==> src/rtl/mos6502_bus_sequencer.sv <==
// Purpose: time-multiplexes 6502 core bus accesses onto one 8-bit pin bus (addr-lo, optional addr-hi, data).
// Latency: first ale_lo two cycles after cpu_req is first seen; cpu_ack at t+4+WAIT_CYCLES (page miss) or t+3+WAIT_CYCLES (page hit).
// Backpressure: cpu_req is held until cpu_ack; ext_wait stretches the data phase up to MAX_WAIT cycles, then times out with bus_err.
//
// Ports:
//   clk, rst_n                      clock, asynchronous active-low reset
//   cpu_req/addr/we/dout            request side from the core (held stable until cpu_ack)
//   cpu_din, cpu_ack, bus_err       completion side to the core (all registered)
//   bus_out, bus_in                 multiplexed pin bus out / read data in
//   ale_lo, ale_hi, wr_n, rd_n      strobes for the external address latch and memory
//   ext_wait                        external wait request, synchronous to clk
module mos6502_bus_sequencer #(
  parameter int WAIT_CYCLES = 1,
  parameter int MAX_WAIT    = 255
) (
  input  logic        clk,
  input  logic        rst_n,
  input  logic        cpu_req,
  input  logic [15:0] cpu_addr,
  input  logic        cpu_we,
  input  logic [7:0]  cpu_dout,
  output logic [7:0]  cpu_din,
  output logic        cpu_ack,
  output logic        bus_err,
  output logic [7:0]  bus_out,
  input  logic [7:0]  bus_in,
  output logic        ale_lo,
  output logic        ale_hi,
  output logic        wr_n,
  output logic        rd_n,
  input  logic        ext_wait
);

  typedef enum logic [2:0] {IDLE, ADDR_LO, ADDR_HI, DATA, ACK} state_t;

  localparam logic [3:0] BASE_LAST = 4'(WAIT_CYCLES - 1);
  localparam logic [7:0] EXT_LIMIT = 8'(MAX_WAIT);

  state_t      state;
  logic [15:0] addr_r;
  logic        we_r;
  logic [7:0]  dout_r;
  logic [7:0]  last_hi;
  logic        page_vld;
  logic        req_q;
  logic [3:0]  base_cnt;
  logic [7:0]  ext_cnt;

  // Outputs are registered together with the state they belong to, so the
  // pins always show the phase the FSM is currently in.
  always_ff @(posedge clk or negedge rst_n) begin
    if (!rst_n) begin
      state    <= IDLE;
      addr_r   <= 16'h0000;
      we_r     <= 1'b0;
      dout_r   <= 8'h00;
      last_hi  <= 8'h00;
      page_vld <= 1'b0;
      req_q    <= 1'b0;
      base_cnt <= 4'd0;
      ext_cnt  <= 8'd0;
      cpu_din  <= 8'h00;
      cpu_ack  <= 1'b0;
      bus_err  <= 1'b0;
      bus_out  <= 8'h00;
      ale_lo   <= 1'b0;
      ale_hi   <= 1'b0;
      wr_n     <= 1'b1;
      rd_n     <= 1'b1;
    end else begin
      // The request is registered once before IDLE acts on it; requiring the
      // live request as well means a request withdrawn after the ack edge
      // never starts a spurious access.
      req_q <= cpu_req;

      case (state)
        IDLE: begin
          if (cpu_req && req_q) begin
            addr_r  <= cpu_addr;
            we_r    <= cpu_we;
            dout_r  <= cpu_dout;
            bus_out <= cpu_addr[7:0];
            ale_lo  <= 1'b1;
            state   <= ADDR_LO;
          end
        end

        ADDR_LO: begin
          ale_lo   <= 1'b0;
          base_cnt <= BASE_LAST;
          ext_cnt  <= 8'd0;
          if (page_vld && (addr_r[15:8] == last_hi)) begin
            // External latch already holds this high byte: skip ADDR_HI.
            bus_out <= we_r ? dout_r : 8'h00;
            wr_n    <= ~we_r;
            rd_n    <= we_r;
            state   <= DATA;
          end else begin
            bus_out <= addr_r[15:8];
            ale_hi  <= 1'b1;
            state   <= ADDR_HI;
          end
        end

        ADDR_HI: begin
          ale_hi   <= 1'b0;
          last_hi  <= addr_r[15:8];
          page_vld <= 1'b1;
          bus_out  <= we_r ? dout_r : 8'h00;
          wr_n     <= ~we_r;
          rd_n     <= we_r;
          state    <= DATA;
        end

        DATA: begin
          if (base_cnt != 4'd0) begin
            base_cnt <= base_cnt - 4'd1;
          end else if (ext_wait && (ext_cnt != EXT_LIMIT)) begin
            ext_cnt <= ext_cnt + 8'd1;
          end else begin
            // Final data cycle. ext_wait still high here can only mean the
            // extension budget is spent: a timeout.
            bus_out <= 8'h00;
            wr_n    <= 1'b1;
            rd_n    <= 1'b1;
            cpu_ack <= 1'b1;
            bus_err <= ext_wait;
            if (ext_wait) begin
              // The latch contents are suspect after a hung access.
              page_vld <= 1'b0;
            end
            if (!we_r) begin
              cpu_din <= ext_wait ? 8'hFF : bus_in;
            end
            state <= ACK;
          end
        end

        ACK: begin
          cpu_ack <= 1'b0;
          bus_err <= 1'b0;
          state   <= IDLE;
        end

        default: begin
          state <= IDLE;
        end
      endcase
    end
  end

endmodule

==> config.mk <==
export PLATFORM = sky130hd
export DESIGN_NAME = mos6502_bus_sequencer
export DESIGN_NICKNAME = d
export VERILOG_FILES = /design/src/rtl/mos6502_bus_sequencer.sv
export SDC_FILE = /design/constraint.sdc
export NUM_CORES = 1
export LEC_CHECK = 0
export CORE_ASPECT_RATIO = 1.75
export CORE_MARGIN = 3
export CORE_UTILIZATION = 35
export DETAILED_ROUTE_END_ITERATION = 6
export HOLD_SLACK_MARGIN = 0.1
export SLEW_MARGIN = 20
export SYNTH_ARGS = -nofsm -noshare
export SYNTH_HDL_FRONTEND = slang
export SYNTH_SLANG_ARGS = --single-unit
==> constraint.sdc <==
create_clock -name clk -period 1.9 [get_ports clk]
set_input_delay 0.57 -clock clk [delete_from_list [all_inputs] [get_ports clk]]
set_output_delay 0.57 -clock clk [all_outputs]
set_load 0.005 [all_outputs]
==> impl_metrics.ini <==
[synthesis]
synthAdderAreaFrac = 0.0118
synth.area.mux_share = 0.113
ys_async_sr_fraction = 1.00
syn_area_per_cell_um2 = 11.3
synth.net_count = 322
synth-seq-cells = 64
yosys.area_share.simple = 0.178
synth_ff_type = dfrtp_1
ys_top_cells_by_area = dfrtp_1 49%, mux2_2 8.8%, xnor2_1 3.8%
syn_area_um2 = 3190
synth_compound_gate_area_share = 0.120
synth_top_family_by_area = simple AND/OR/NAND/NOR gates
ys_types = 55
synth_top_area_share = 0.486
ys_seq_area_frac = 0.502
synth_warnings = 0
yosys.area.top_type = dfrtp_1
synth_edf_count = 0
synthCells = 282
synth_xor_area_frac = 0.0411

[power]
switching_share = 0.333
p_int_uw = 4690
p_switching_uw = 2340
p_leak_uw = 0.00189
fin_total_pwr_uw = 7030
p_clk_frac = 0.238
power-per-cell-area_nw_per_um2 = 1570
power_frac_comb = 0.428
ir_drop_v = 0.000592
p_seq_frac = 0.334

[placement]
post-dp-hpwl_mm = 6.18
portBuffers = 58
gp_congestion = 0.808
placed_area_um2 = 4110
dp.cells = 474

[clock_tree]
cts_sinks = 64
cts.clk_slew.worst_paths_ps = 50
insertion_delay_ps = 330
hold_buffers = 0
htreeDepth = 3
cts_root_buf = clkbuf_16
clk_path_buf_depth = 2
cts_tree = built
cts_buffers = 9

[cells_and_area]
area_growth_pct = 40.4
final_cells = 495
fin_area_um2 = 4480
num_antenna_cells = 0
drive_gt1_frac = 0.267
nNetsFinal = 413
postLayoutCoreUtil = 0.510

[hold_path]
hold_path.class = in -> async

[floorplanning]
core_um2 = 8780
placementRows = 45
die_h_um = 132
io-pin-count = 59
start_util = 0.364
dieWidth_um = 78.2
dieArea_um2 = 10400

[critical_path]
cp-end-kind = register
cp-start-kind = register
cp.arrival_ps = 2070
crit_type = reg -> reg
cp_max_fo = 7
worstPathRequired_ps = 2140

[status]
status = finished clean

[timing]
setup_violations = 0
fmax_ghz = 0.547
report.final.slew_viol_count = 0
finClkSkew_ps = 7.27
worstMarginPinSlew_ps = 560
slew_headroom = 0.626
period_needed_ps = 1830
finalHoldViolCount = 0
finalCritPeriodShare = 0.963
hold-worst-slack_ps = 226
rsz0062_at_grt = true

[drt]
viasPerCell = 4.88
drcViolationCount = 0
firstDrtPassIters = 4
drt_iter0_markers = 117
wl_mm = 7.81
ant_nets = 0
wire_per_inst_um = 15.8
num_vias = 2415

[global_route]
grt_pass1_vias = 2680
antenna_found_initial = 0
grt_overflow = 0
grt_max_degree = 27
grt_pass1_wl_mm = 13.2
grt_use_total = 0.168

[run]
cap_violations = 0
-- worst max-delay path: stages, from the launching register on --
cell and delay, ps:
dfrtp_1 400, inv_2 100, ha_4 130, nor3b_4 210
buf_12 150, or2_1 110, o211ai_2 120, buf_12 170
mux2i_4 170, a31oi_1 170
-- flip-flops by register name, indices dropped and copies added, names as in the netlist, 3 cells and up --
name,cells
state,3
cpu_din,8
bus_out,8
ext_cnt,8
dout_r,8
addr_r,8
last_hi,8
base_cnt,4
-- power groups by stage --
| stage | Combinational [uW] | Sequential (uW) | Clock [uW] |
|---|---|---|---|
| floorplan | 1840 | 2270 | 0 |
| global placement | 2930 | 2360 | 0 |
| detailed placement | 3000 | 2380 | 0 |
| CTS | 3010 | 2350 | 1720 |
| global route | 3320 | 2430 | 1760 |
| finish | 3010 | 2350 | 1680 |
-- worst paths after layout --
check	startpoint	to	slack, ps	depth (start not counted)
hold reg to reg	cpu_din[4]	cpu_din[4]	470	2
setup reg to reg	base_cnt[1]	bus_out[5]	70	9
max in group asynchronous	rst_n	addr_r[8]	1140	2
hold / removal	rst_n	req_q	230	1
setup / recovery	base_cnt[1]	bus_out[5]	70	9
min in group clk	cpu_din[4]	cpu_din[4]	470	2
-- placed cells by master, fill, tap and decap left out, types with 3 or more instances in the layout --
cell	synthesis	layout
a211oi_1	3	3
a21o_1	3	3
a21oi_1	5	5
a31oi_1	8	8
buf_12	0	5
buf_4	2	29
clkbuf_16	0	9
clkdlybuf4s50_1	0	55
clkinvlp_4	0	3
dfrtp_1	62	62
inv_1	5	3
inv_2	1	3
mux2_2	25	25
mux2i_1	8	6
nand2_1	21	21
nand2b_1	7	7
nand3_1	14	14
nor2_1	25	25
o21ai_0	14	14
o21ai_1	8	8
or2b_1	3	3
xnor2_1	14	14
-- area by class of cell --
type / count / area (um2)
fillers: 849 / 4300
flip-flops and latches: 64 / 1600
repair buffers: 92 / 891
inverters: 6 / 22.5
clock buffers: 12 / 256
clock inverters: 4 / 52.6
multi-input cells: 200 / 1510
well taps: 117 / 146
-- synth_stat cells (2+ instances only) --
library cell,count
or2b_1,3
inv_1,5
a31oi_1,8
nand3_1,14
nand2_2,2
buf_4,2
mux2_2,25
o211ai_2,2
nor4_4,2
nand4_1,2
nor2_1,25
ha_1,3
a211oi_1,3
a21oi_1,5
o21ai_1,8
dfrtp_1,62
nor3_1,2
nor4_1,2
xnor2_1,14
a21o_1,3
clkbuf_1,4
buf_6,4
o21ai_0,14
dfstp_2,2
nand2b_1,7
nand2_1,21
nor3b_4,2
mux2i_1,8
buf_2,2
-- per-stage QoR --
stage | setup WS (ps) | TNS [ps]
finish | 70.6 | 0
global route | -14.7 | -14.7
CTS | 10.6 | 0
detailed placement | -184 | -5110
global placement | -161 | -4310
floorplan | 166 | 0
-- kinds of logic (layout without fill, tap and decap cells) --
logic type,Yosys count,after routing
adder cells (fa/ha/maj),3,3
buffers and inverters,18,114
multiplexers,33,33
flip-flops,64,64
AO/OA/AOI/OAI,53,53
XOR/XNOR,15,15
AND/OR/NAND/NOR,96,96
-- metal layers --
metal / vias up / share of wire / global-route usage
met5: - / 0 / 0
met4: 0 / 0.036 / 0.104
met3: 16 / 0.027 / 0.0280
met2: 39 / 0.58 / 0.313
met1: 1183 / 0.36 / 0.167
li1: 1177 / - / -
-- repair_timing --
item / 4_1_cts / 5_1_grt
pin swaps: 0 / 2
endpoints found under the hold margin: 0 / 0
gates resized for setup: 2 / 7
buffers inserted: 1 / 4
setup endpoints to repair: 2 / 10
No activity file was read; power rests on OpenSTA's default activity.
